--- src/rtl/grey_capture_ctrl.sv ---
// grey_capture_ctrl: arms on start, syncs to the next frame, crops the active window
// and packs pairs of 8-bit grey pixels into addressed frame-buffer writes.
module grey_capture_ctrl #(
    parameter int num_rows        = 32,
    parameter int num_cols        = 32,
    parameter int full_frame_rows = 36,
    parameter int full_frame_cols = 36,
    parameter int row_offset      = 2,
    parameter int col_offset      = 2,
    parameter int num_bits_rgb    = 12,
    parameter int output_width    = 16
) (
    input  logic                                      iclk,
    input  logic                                      irst_n,
    input  logic                                      istart,
    input  logic                                      icontinuous,
    input  logic                                      if_val,
    input  logic                                      id_val,
    input  logic [num_bits_rgb-1:0]                   igrey,
    input  logic                                      iwr_ready,
    output logic                                      owr_en,
    output logic [$clog2(num_rows*num_cols/2)-1:0]    owr_addr,
    output logic [output_width-1:0]                   owr_data,
    output logic                                      obusy,
    output logic                                      odone,
    output logic [1:0]                                ostatus,
    output logic [7:0]                                oframe_count
);
    localparam int AW = $clog2(num_rows*num_cols/2);
    localparam int RW = $clog2(full_frame_rows+1);
    localparam int CW = $clog2(full_frame_cols+1);
    localparam logic [RW-1:0] ROW_LO  = RW'(row_offset);
    localparam logic [RW-1:0] ROW_HI  = RW'(row_offset+num_rows);
    localparam logic [RW-1:0] ROW_MAX = RW'(full_frame_rows-1);
    localparam logic [CW-1:0] COL_LO  = CW'(col_offset);
    localparam logic [CW-1:0] COL_HI  = CW'(col_offset+num_cols);
    localparam logic [CW-1:0] COL_MAX = CW'(full_frame_cols-1);
    localparam logic [AW-1:0] ADDR_LAST = AW'(num_rows*num_cols/2-1);

    typedef enum logic [1:0] {IDLE, ARM, CAPTURE, DONE} state_t;

    state_t                  state_q, state_d;
    logic                    fval_q, half_q, half_d, pend_q, pend_d;
    logic [RW-1:0]           row_q, row_d, r;
    logic [CW-1:0]           col_q, col_d, c;
    logic [7:0]              hold_q, hold_d, pix, count_q, count_d;
    logic [AW-1:0]           addr_q, addr_d;
    logic [output_width-1:0] data_q, data_d;
    logic [1:0]              status_q, status_d;
    logic                    rise, active, in_win, last_word, unused_lsb;

    assign pix        = igrey[num_bits_rgb-1 -: 8];
    assign unused_lsb = ^igrey[num_bits_rgb-9:0];
    // the rising-edge cycle already carries pixel (0,0), so it is counted with cleared counters
    assign rise      = state_q == ARM && !fval_q && if_val;
    assign active    = rise || (state_q == CAPTURE && if_val);
    assign r         = rise ? '0 : row_q;
    assign c         = rise ? '0 : col_q;
    assign in_win    = active && id_val && r >= ROW_LO && r < ROW_HI && c >= COL_LO && c < COL_HI;
    assign last_word = pend_q && addr_q == ADDR_LAST;

    always_comb begin
        state_d  = state_q;
        row_d    = r;
        col_d    = c;
        half_d   = half_q && !rise;
        hold_d   = hold_q;
        pend_d   = 1'b0;
        data_d   = data_q;
        addr_d   = rise ? '0 : addr_q;
        status_d = status_q;
        count_d  = count_q;
        if (active && id_val) begin
            col_d = c == COL_MAX ? '0 : c + 1'b1;
            row_d = (c == COL_MAX && r != ROW_MAX) ? r + 1'b1 : r;
        end
        if (in_win) begin
            hold_d = half_d ? hold_q : pix;
            pend_d = half_d;
            data_d = half_d ? output_width'({hold_q, pix}) : data_q;
            half_d = !half_d;
        end
        // a dropped word still consumes its address so the buffer layout stays fixed
        if (pend_q) begin
            addr_d      = last_word ? addr_q : addr_q + 1'b1;
            status_d[0] = status_q[0] | !iwr_ready;
        end
        case (state_q)
            IDLE: if (istart) begin
                state_d  = ARM;
                status_d = '0;
            end
            ARM: if (rise) state_d = CAPTURE;
            CAPTURE: if (last_word) begin
                state_d = DONE;
                count_d = count_q + 1'b1;
            end else if (!if_val) begin
                state_d     = DONE;
                status_d[1] = 1'b1;
            end
            default: state_d = icontinuous ? ARM : IDLE;
        endcase
    end

    always_ff @(posedge iclk or negedge irst_n) begin
        if (!irst_n) begin
            state_q  <= IDLE;
            fval_q   <= 1'b0;
            row_q    <= '0;
            col_q    <= '0;
            half_q   <= 1'b0;
            hold_q   <= '0;
            pend_q   <= 1'b0;
            data_q   <= '0;
            addr_q   <= '0;
            status_q <= '0;
            count_q  <= '0;
        end else begin
            state_q  <= state_d;
            fval_q   <= if_val;
            row_q    <= row_d;
            col_q    <= col_d;
            half_q   <= half_d;
            hold_q   <= hold_d;
            pend_q   <= pend_d;
            data_q   <= data_d;
            addr_q   <= addr_d;
            status_q <= status_d;
            count_q  <= count_d;
        end
    end

    assign owr_en       = pend_q && iwr_ready;
    assign owr_addr     = addr_q;
    assign owr_data     = data_q;
    assign obusy        = state_q != IDLE;
    assign odone        = state_q == DONE;
    assign ostatus      = status_q;
    assign oframe_count = count_q;
endmodule

--- config.mk ---
export PLATFORM = sky130hd
export DESIGN_NAME = grey_capture_ctrl
export DESIGN_NICKNAME = d
export VERILOG_FILES = /design/src/rtl/grey_capture_ctrl.sv
export SDC_FILE = /design/constraint.sdc
export NUM_CORES = 1
export LEC_CHECK = 0
export BUFFER_PORTS_ARGS = -buffer_cell sky130_fd_sc_hd__buf_2
export CORE_MARGIN = 3
export CORE_UTILIZATION = 35
export DETAILED_ROUTE_END_ITERATION = 8
export SYNTH_ARGS = -nofsm -noshare
export SYNTH_HDL_FRONTEND = slang
export SYNTH_SLANG_ARGS = --single-unit
--- constraint.sdc ---
create_clock -name iclk -period 4.03 [get_ports iclk]
set_input_delay 1.0075 -clock iclk [delete_from_list [all_inputs] [get_ports iclk]]
set_output_delay 1.0075 -clock iclk [all_outputs]
set_load 0.02 [all_outputs]
==> results of run 1 <==
[metal layers]
| metal | share of wire (%) | track usage, % |
|---|---|---|
| met5 | 0 | 0 |
| met3 | 3.6 | 3.60 |
| met1 | 47 | 15.2 |
| met2 | 48 | 20.8 |
| met4 | 1.0 | 4.21 |
[synthesized netlist by cell type, types with 3 or more instances]
| library cell | number | area, um2 |
|---|---|---|
| a21boi_0 | 3 | 22.5 |
| dfrtp_1 | 60 | 1500 |
| mux2i_1 | 3 | 30.0 |
| nand4_1 | 8 | 50.1 |
| a21oi_1 | 9 | 45.0 |
| mux2_2 | 27 | 304 |
| o21ai_0 | 12 | 60.1 |
| and3_1 | 5 | 31.3 |
| xnor2_1 | 9 | 78.8 |
| nand3_1 | 7 | 35.0 |
| nand2_1 | 22 | 82.6 |
| xor2_1 | 5 | 43.8 |
| or4_1 | 4 | 30.0 |
| nor2_1 | 13 | 48.8 |
| ha_1 | 13 | 163 |
| o31ai_1 | 4 | 30.0 |
| inv_1 | 12 | 45.0 |
| clkbuf_1 | 6 | 22.5 |
[state kept, by name, summed over array words and instances, names as in the netlist]
register	flops
owr_addr	9
col_q	6
ostatus	2
row_q	6
owr_data	16
half_q	1
hold_q	8
fval_q	1
state_q	2
pend_q	1
oframe_count	8
[worst min-delay path by stage]
stage,slack (ns),depth (start not counted),endpoint,from
floorplan,0.47,1,hold_q[0],hold_q[0]
global placement,0.46,1,oframe_count[7],oframe_count[7]
detailed placement,0.46,1,oframe_count[7],oframe_count[7]
CTS,0.48,1,oframe_count[7],oframe_count[7]
global route,0.52,1,oframe_count[7],oframe_count[7]
finish,0.47,1,oframe_count[7],oframe_count[7]
[power breakdown]
group	switching [uW]	internal, uW
sequential	60.0	660
clock	259	290
combinational	219	146
total	538	1100
[metrics by stage]
stage	util [%]	cell area, um2	power (uW)
after floorplan	-	2880	987
after global placement	41.5	3260	1090
after detailed placement	41.5	3260	1100
after CTS	44.1	3460	1660
after global routing	44.1	3460	1750
final	44.1	3460	1630
[cells by family (layout without fill, tap and decap cells)]
| logic type | after synthesis | in the layout | synth area share [%] |
|---|---|---|---|
| xor gates and xnor gates | 14 | 14 | 4.25 |
| buffers and inverters | 20 | 83 | 2.69 |
| and+or+nand+nor | 77 | 77 | 14.6 |
| AOI/OAI and AO/OA | 41 | 41 | 9.12 |
| adders and majority gates | 13 | 13 | 5.64 |
| DFF | 60 | 60 | 52.1 |
| muxes | 30 | 30 | 11.6 |
[final cells by class]
cell class	instances	area share, %
inverter	12	1.30
tap	102	3.69
clock inverter	7	2.17
timing repair buffer	55	8.17
multi-input combinational	175	37.7
clock buffer	9	3.58
sequential	60	43.4
==> summary.md, run 1 <==
| Metric | Value |
|---|---|
| Run status | `completed` |
| Critical-path top delay cell | `nand3b_1` |
| Layout filler cell count | `763` |
| Largest net degree at the start of global routing | `38` |
| Net Count, Synth | `287` |
| Detailed Route WL | `5440 um` |
| RSZ-0062 raised after global routing | `no` |
| First-pass DRT Iterations | `4` |
| Diode count | `0` |
| Min-delay worst type | `flip-flop to flip-flop` |
| Leakage | `0.00183 uW` |
| Cell count after synthesis | `255` |
| Worst Slack Setup Final | `1.02 ns` |
| Die area | `9360 um2` |
| Via count | `2056` |
| Worst-Skew Late Latency | `0.33 ns` |
| Syn Area/Cell | `11.3 um2` |
| Max rail drop VDD | `0.185 mV` |
| Worst R2R Path Depth | `10` |
| Initial DRC Count | `71` |
| Most used cell, CP | `ha_1` |
| Final setup TNS | `0 ns` |
| I/O pins | `57` |
| Bufs on Longest Clock Path | `2` |
| Net count, final | `345` |
| Initial antenna violation count | `0` |
| Core Region | `7850 um2` |
| Vias per cell | `4.90` |
| Period utilization | `74.6%` |
| Total GRT Usage | `12.4%` |
| Worst R2R End | `owr_data[4]` |
| Minimum period implied by the final worst setup slack | `3.01 ns` |
| Power Density | `472 nW/um2` |
| Die Ht | `96.8 um` |
| Crit path depth | `9` |
| Number of global-route vias before repair | `2040` |
| # rows | `32` |
| Post-cts hold buffer count | `0` |
| Predominant post-synthesis flop cell | `dfrtp_1` |
| Die X | `96.8 um` |
| Post-Syn Area | `2880 um2` |
| CTS Sinks | `60` |
| Setup bufs post-CTS | `0` |
| Multi-input logic area | `1300 um2` |
| GR Overflow Total | `0` |
| Place WS | `0.640 ns` |
| # setup viols final | `0` |
| Actual slew at the worst max-slew pin | `0.838 ns` |
| Reg2Reg Launch Point | `state_q[1]` |
| Hold Vio Cnt, Final | `0` |
| Most frequent cells in the layout | `dfrtp_1 (60), buf_2 (52), mux2_2 (27)` |
| DP HPWL | `3890 um` |
| First-pass GRT wire length | `9570 um` |
| Dpl cells | `404` |
| Buf+Inv Stages, Crit Path | `2` |
| Area delta synth->final | `20.0%` |
| Num CTS Buffers | `9` |
| H-tree level count | `3` |
| EDFF count, synth | `0` |
| Worst Skew | `0.00952 ns` |
| Worst Setup SP | `if_val` |
| Worst setup EP type | `flip-flop` |
| Reg2Reg Setup Slack | `1.18 ns` |
| Achievable Freq | `0.333 GHz` |
| CP endpoint | `owr_data[4]` |
| Worst path cell trace | `buf_2 > nand3b_1 > nand2_1 > ha_1 > o22ai_1 > nor3_1 > ha_1 > buf_4 > mux2_2` |
| Non-Filler Instances | `420` |
| Setup crit start kind | `input pin` |
| Library cells used by synthesis | `42` |
| Seq. cell area | `1500 um2` |
| Arr. time, crit path | `3.23 ns` |
| CTS tree | `built` |
| Top delay family on crit path | `simple AND/OR/NAND/NOR gates` |
| Post-synthesis register bit count | `60` |
| Initial Utilization | `36.7%` |
| Antenna Nets Post-Route | `0` |
| Max incr delay on CP | `0.43 ns` |
| Routed length per instance | `12.9 um` |
| Share of cells above drive strength 1 | `31.8%` |
| Slew Viols, Final | `0` |
| # resized after CTS | `0` |
| Yosys synthesis warning count | `0` |
| Clock Pin Slew Worst Setup and Hold Paths | `0.07 ns` |
| Hold slack | `0.471 ns` |
| CP max FO | `16` |
| Register area share after synthesis | `52.1%` |
| IO buf count | `52` |
| Clock root buffer | `clkbuf_8` |
| Slew Limit Headroom | `44.1%` |
| Most common cell after layout, fill and taps aside | `dfrtp_1` |
| Worst endpoint required time | `4.25 ns` |
| Max_cap viols | `0` |
| DRC viols | `0` |
| Routability Congestion | `0.782` |
| CP Class | `input pin to flip-flop` |
| Async SR Flop Fraction | `100%` |
Power figures use the tool's default switching activity.
==> inputs of run 2 (changes only) <==
==> constraint.sdc (replaced) <==
create_clock -name iclk -period 3.1 [get_ports iclk]
set_input_delay 0.775 -clock iclk [delete_from_list [all_inputs] [get_ports iclk]]
set_output_delay 0.775 -clock iclk [all_outputs]
set_load 0.02 [all_outputs]
==> run 2 against run 1 <==
  * Cell area grew 1.4%
  * Highest routed layer unchanged
  * Critical endpoint unchanged
  * Global-route usage grew 0.61 points
  * Critical path depth grew 2
==> summary.md, run 2 (synthesis gave the netlist of run 1 again) <==
| Metric | Value |
|---|---|
| Initial Utilization | `36.7% (unchanged)` |
| # setup viols final | `0 (unchanged)` |
| Area delta synth->final | `21.7%` |
| Period utilization | `81.7%` |
| Die Ht | `96.8 um (unchanged)` |
| First-pass DRT Iterations | `4 (unchanged)` |
| Hold Vio Cnt, Final | `0 (unchanged)` |
| WHS Endpoint | `oframe_count[7]` |
| Core Region | `7850 um2 (unchanged)` |
| IO buf count | `52 (unchanged)` |
| Initial antenna violation count | `0 (unchanged)` |
| Net count, final | `350 (+1.4%)` |
| Initial DRC Count | `103 (+45%)` |
| Total GRT Usage | `13.0% (+0.61 points)` |
| DRC viols | `0 (unchanged)` |
| DP HPWL | `4000 um (+2.7%)` |
| Worst-Skew Late Latency | `0.34 ns (about the same)` |
| CTS Sinks | `60 (unchanged)` |
| Diode count | `0 (unchanged)` |
| Worst endpoint required time | `3.33 ns (-0.92 ns)` |
| Final setup TNS | `0 ns (unchanged)` |
| Max reg flops | `16 (unchanged)` |
| Slew Limit Headroom | `49.4% (+5.3 points)` |
| GR Overflow Total | `0 (unchanged)` |
| First-pass GRT wire length | `10000 um (+4.8%)` |
| Number of global-route vias before repair | `2155 (+5.6%)` |
| H-tree level count | `3 (unchanged)` |
| Die X | `96.8 um (unchanged)` |
| Worst Skew | `0.0102 ns (+0.000672 ns)` |
| Worst setup EP type | `flip-flop` |
| Power Density | `609 nW/um2 (+29%)` |
| Max rail drop VDD | `0.188 mV (+1.2%)` |
| Routed length per instance | `13.5 um (+4.5%)` |
| HP Start | `oframe_count[7]` |
| Antenna Nets Post-Route | `0 (unchanged)` |
| Minimum period implied by the final worst setup slack | `2.53 ns` |
| CP max FO | `14 (-2)` |
| Achievable Freq | `0.395 GHz` |
| Die area | `9360 um2 (unchanged)` |
| Leakage | `0.00185 uW (+1.5%)` |
| Min-delay worst type | `flip-flop to flip-flop` |
| Clock root buffer | `clkbuf_8` |
| Max_cap viols | `0 (unchanged)` |
| Vias per cell | `5.00 (+2.2%)` |
| Num CTS Buffers | `9 (unchanged)` |
| Reg2Reg Launch Point | `state_q[1]` |
| Setup bufs post-CTS | `0 (unchanged)` |
| Total Power | `2140 uW (+31%)` |
| Bufs on Longest Clock Path | `2 (unchanged)` |
| Via count | `2126 (+3.4%)` |
| Largest net degree at the start of global routing | `61 (+61%)` |
| Most frequent cells in the layout | `dfrtp_1 (60), buf_2 (52), mux2_2 (27)` |
| Run status | `completed` |
| Worst R2R Path Depth | `11 (+1)` |
| Post-cts hold buffer count | `0 (unchanged)` |
| RSZ-0062 raised after global routing | `no` |
| Reg2Reg Setup Slack | `0.57 ns (-0.61 ns)` |
| Most common cell after layout, fill and taps aside | `dfrtp_1` |
| # resized after CTS | `0 (unchanged)` |
| Clock Pin Slew Worst Setup and Hold Paths | `0.08 ns (about the same)` |
| Worst R2R End | `owr_data[4]` |
| Slew Viols, Final | `0 (unchanged)` |
| I/O pins | `57 (unchanged)` |
| # rows | `32 (unchanged)` |
| Detailed Route WL | `5750 um (+5.8%)` |
| Routability Congestion | `0.775 (-0.88%)` |
| Share of cells above drive strength 1 | `32.8% (+1.1 points)` |
| Setup crit start kind | `flip-flop` |
| CP Class | `flip-flop to flip-flop` |
| Worst hold path depth | `1 (unchanged)` |
| Arr. time, crit path | `2.76 ns (-0.47 ns)` |
| Actual slew at the worst max-slew pin | `0.758 ns (-0.0800 ns)` |
| CTS tree | `built` |
==> run 2: changes by cell type in the layout (fill, tap and decap cells not counted) <==
cell	previous run	this run
inv_6	2	1
buf_4	3	7
buf_12	0	1
clkinv_4	2	3
==> run 2: power breakdown <==
part | switching [uW] | internal (uW) | leakage (uW)
clock network | 335 | 375 | 0.000104
registers | 81.6 | 858 | 0.000826
logic | 288 | 201 | 0.000924
total | 705 | 1430 | 0.00185
==> run 2: worst max path at each step <==
| stage | startpoint | end | cells after the start |
|---|---|---|---|
| finish | state_q[1] | owr_data[4] | 11 |
| global route | state_q[1] | owr_data[5] | 11 |
| CTS | state_q[1] | owr_data[4] | 11 |
| detailed placement | if_val | owr_data[4] | 10 |
| global placement | if_val | owr_data[3] | 10 |
| floorplan | if_val | owr_data[0] | 10 |
==> run 2: through the flow <==
step | cells | instance area [um2] | hold WS [ns] | utilization [%] | worst slack (ns)
6_report | 425 | 3510 | 0.470 | 44.7 | 0.567
5_1_grt | 425 | 3510 | 0.509 | 44.7 | 0.303
4_1_cts | 425 | 3510 | 0.476 | 44.7 | 0.522
3_5_place_dp | 409 | 3310 | 0.461 | 42.2 | 0.270
3_3_place_gp | 409 | 3310 | 0.459 | 42.2 | 0.307
2_1_floorplan | 255 | 2880 | 0.475 | - | 0.00814
==> run 2: cell type report <==
class                           count  area (um2)
Fill cell                         763        4340
Sequential cell                    60        1500
Multi-Input combinational cell    175        1300
Timing Repair Buffer               60         333
Tap cell                          102         128
Clock buffer                        9         124
Clock inverter                      7        75.1
Inverter                           12        45.0
==> run 2: layer usage <==
layer	global-route usage (%)	vias up	routed length, um
met5	0	-	0
met4	5.18	0	79
met1	16.7	1044	2710
met3	3.89	8	225
met2	20.5	42	2740
li1	-	1032	-
==> run 2: worst max-delay path, cell delays in order (launching register included) <==
cell and delay (ns):
dfrtp_1 0.39, inv_1 0.07, ha_1 0.21, nand3b_1 0.10
buf_4 0.20, and2_1 0.20, ha_1 0.16, o22ai_1 0.08
nor3_1 0.24, ha_1 0.28, buf_4 0.16, mux2_2 0.34
==> inputs of run 3 (changes only) <==
--- a/config.mk
+++ b/config.mk
@@ -5,6 +5,7 @@
 export SDC_FILE = /design/constraint.sdc
 export NUM_CORES = 1
 export LEC_CHECK = 0
+export ABC_AREA = 1
 export BUFFER_PORTS_ARGS = -buffer_cell sky130_fd_sc_hd__buf_2
 export CORE_MARGIN = 3
 export CORE_UTILIZATION = 35
==> constraint.sdc (replaced) <==
create_clock -name iclk -period 2.5 [get_ports iclk]
set_input_delay 0.625 -clock iclk [delete_from_list [all_inputs] [get_ports iclk]]
set_output_delay 0.625 -clock iclk [all_outputs]
set_load 0.02 [all_outputs]
==> run 3 against run 2 <==
  * Global-route usage is 0.29 points lower
  * Synthesized cell count is 24% higher
  * Critical path depth is 2 higher
  * Sequential power is 24% higher
  * Utilization is 1.8 points higher
  * Combinational power is 36% higher
  * Clock-buffer cell count is 3 higher
  * Non-clock buffer count is 11 higher
  * Critical endpoint is now owr_data[9]
==> summary.md, run 3 <==
| Metric | Value |
|---|---|
| Worst R2R End | `owr_data[9]` |
| Worst-Skew Late Latency | `0.33 ns (about the same)` |
| EDFF count, synth | `0 (unchanged)` |
| Min-delay worst type | `input pin to async pin` |
| Reg2Reg Setup Slack | `0.17 ns (-0.40 ns)` |
| # rows | `32 (unchanged)` |
| Max rail drop VDD | `0.266 mV (+42%)` |
| Net count, final | `424 (+21%)` |
| Die Ht | `97.6 um (+0.83%)` |
| Post-synth top cells | `dfrtp_1 (60), nand2_1 (49), inv_1 (44)` |
| Predominant post-synthesis flop cell | `dfrtp_1` |
| Met2 wire len | `2750 um (+0.44%)` |
| Place WS | `-0.0447 ns (-0.315 ns)` |
| Leakage | `0.00204 uW (+9.8%)` |
| Bufs on Longest Clock Path | `2 (unchanged)` |
| Antenna Nets Post-Route | `0 (unchanged)` |
| M1 wire length | `2570 um (-5.2%)` |
| Net Count, Synth | `347 (+21%)` |
| I/O pins | `57 (unchanged)` |
| Library cells used by synthesis | `29 (-31%)` |
| Routed length per instance | `11.4 um (-16%)` |
| RSZ-0062 raised after global routing | `no` |
| Minimum period implied by the final worst setup slack | `2.33 ns (-0.201 ns)` |
| Register area share after synthesis | `51.2% (-0.91 points)` |
| Diode count | `0 (unchanged)` |
| Cell with the most instances after synthesis | `dfrtp_1` |
| Num CTS Buffers | `9 (unchanged)` |
| Dpl cells | `483 (+18%)` |
| Achievable Freq | `0.429 GHz (+8.6%)` |
| Worst endpoint required time | `2.72 ns (-0.61 ns)` |
| Share of cells above drive strength 1 | `30.5% (-2.3 points)` |
| Arr. time, crit path | `2.55 ns (-0.21 ns)` |
| Setup crit start kind | `flip-flop` |
| Clock root buffer | `clkbuf_8` |
| Power Density | `726 nW/um2 (+19%)` |
| Slew Viols, Final | `0 (unchanged)` |
| First-pass DRT Iterations | `4 (unchanged)` |
| Most common cell after layout, fill and taps aside | `dfrtp_1` |
| Largest net degree at the start of global routing | `39 (-36%)` |
| # resized after CTS | `0 (unchanged)` |
| Cell count after synthesis | `315 (+24%)` |
| H-tree level count | `3 (unchanged)` |
| CTS tree | `built` |
| Vias per cell | `4.60 (-8.1%)` |
| Period utilization | `93.3% (+12 points)` |
| Layout filler cell count | `771 (+1.0%)` |
| Reg2Reg Launch Point | `state_q[1]` |
| Run status | `completed` |
| Syn Area/Cell | `9.31 um2 (-18%)` |
| Area delta synth->final | `25.8%` |
| Die X | `97.6 um (+0.83%)` |
| Fin area | `3690 um2 (+5.2%)` |
| Die area | `9520 um2 (+1.7%)` |
| Total GRT Usage | `12.7% (-0.29 points)` |
| Main area contributors after synthesis | `dfrtp_1 (51%), nand2_1 (6.3%), inv_1 (5.6%)` |
| Worst Slack Setup Final | `0.167 ns (-0.399 ns)` |
| Slew Limit Headroom | `63.5% (+14 points)` |
| Area after DPL | `3480 um2 (+5.1%)` |
| Worst Skew | `0.0113 ns (+0.00114 ns)` |
| Max_cap viols | `0 (unchanged)` |
| Actual slew at the worst max-slew pin | `0.548 ns (-0.211 ns)` |
| Routed wl met3 | `266 um (+18%)` |
| Post-Syn Area | `2930 um2 (+1.8%)` |
| Clock Pin Slew Worst Setup and Hold Paths | `0.06 ns (-0.02 ns)` |
| CP Class | `flip-flop to flip-flop` |
| Detailed Route WL | `5670 um (-1.3%)` |
| CP max FO | `13 (-1)` |
| Highest routed metal layer | `met4` |
| Seq. cell area | `1500 um2 (unchanged)` |
| Post-synthesis register bit count | `60 (unchanged)` |
| Initial Utilization | `37.0% (+0.28 points)` |
| Synth area leader | `dfrtp_1` |
| # setup viols final | `0 (unchanged)` |
| GR Overflow Total | `0 (unchanged)` |
| Core Region | `7930 um2 (+1.0%)` |
| IO buf count | `52 (unchanged)` |
| Worst R2R Path Depth | `13 (+2)` |
| Hold Vio Cnt, Final | `0 (unchanged)` |
| CTS Sinks | `60 (unchanged)` |
| Via count | `2293 (+7.9%)` |
| Number of global-route vias before repair | `2138 (-0.79%)` |
| Initial DRC Count | `89 (-14%)` |
| Multi-input logic area | `1250 um2 (-4.0%)` |
| Share of the synthesized area in the top cell type | `51.2% (-0.91 points)` |
| DRC viols | `0 (unchanged)` |
| Async SR Flop Fraction | `100% (unchanged)` |
| Post-cts hold buffer count | `0 (unchanged)` |
| First-pass GRT wire length | `9760 um (-2.6%)` |
| Final setup TNS | `0 ns (unchanged)` |
| Most frequent cells in the layout | `dfrtp_1 (60), buf_2 (52), nand2_1 (48)` |
| Worst setup EP type | `flip-flop` |
| Non-Filler Instances | `499 (+17%)` |
| Initial antenna violation count | `0 (unchanged)` |
| Hold slack | `0.274 ns (-0.196 ns)` |
| Routability Congestion | `0.829 (+6.9%)` |
| Setup bufs post-CTS | `0 (unchanged)` |
| Max reg flops | `16 (unchanged)` |
| Yosys synthesis warning count | `0 (unchanged)` |
| DP HPWL | `4280 um (+7.1%)` |
run 3: changes by cell type after synthesis, sizes merged, moves of 9 or more:
cell	before	now
mux2	27	9
inv	12	47
nand3	7	16
nor2	13	40
o21ai	13	23
nand2	23	58
run 3: report_power, final:
part	switching, uW	total, uW	leakage (uW)	internal [uW]
Clock	369	855	0.000100	486
Combinational	411	667	0.00115	256
Sequential	76.8	1160	0.000784	1080
Total	857	2680	0.00204	1820
run 3: final cells by class:
class                      count  share of cell area (%)
timing repair buffer          71                    11.9
sequential                    60                    40.7
inverter                      47                    4.78
clock buffer                  12                    3.93
multi-input combinational    203                    33.9
clock inverter                 4                    1.32
tap                          102                    3.46
run 3: kinds of logic (layout without fill, tap and decap cells):
group | count (synthesis) | after routing | share of synthesized area, %
buffers and inverters | 52 | 134 | 6.91
AO/OA/AOI/OAI | 41 | 41 | 7.51
adder cells (fa/ha/maj) | 13 | 13 | 5.54
XOR/XNOR | 15 | 15 | 4.48
AND/OR/NAND/NOR | 125 | 125 | 20.9
flip-flops | 60 | 60 | 51.2
multiplexers | 9 | 9 | 3.45
run 3: critical path, cell delays in order (launching register included):
cell and delay [ns]:
dfrtp_1 0.40, inv_2 0.09, ha_4 0.15, nand3_4 0.14, buf_4 0.21, nand2_2 0.11
inv_1 0.05, o31ai_1 0.27, a21oi_2 0.11, ha_1 0.22, buf_12 0.16, buf_4 0.15
nor2_1 0.10, a21oi_1 0.05
run 3: stage by stage:
step	power [uW]	util, %
after floorplan	1610	-
after global placement	1810	43.9
after detailed placement	1830	43.9
after CTS	2700	46.3
after global routing	2870	46.6
final	2680	46.6
run 3: layer usage:
metal	GRT usage, %	up-vias
li1	-	1159
met1	15.3	1094
met2	20.5	33
met3	5.17	7
met4	4.47	0
met5	0	-
run 3: worst max path at each step:
stage                     from            to  slack (ns)  cells past startpoint
global placement        if_val   owr_data[6]       -0.02                     13
finish              state_q[1]   owr_data[9]        0.17                     13
detailed placement      if_val   owr_data[4]       -0.04                     13
global route        state_q[1]  owr_data[10]       0.008                     13
CTS                 state_q[1]   owr_data[1]        0.01                     14
floorplan           state_q[1]   owr_data[1]        0.01                     13
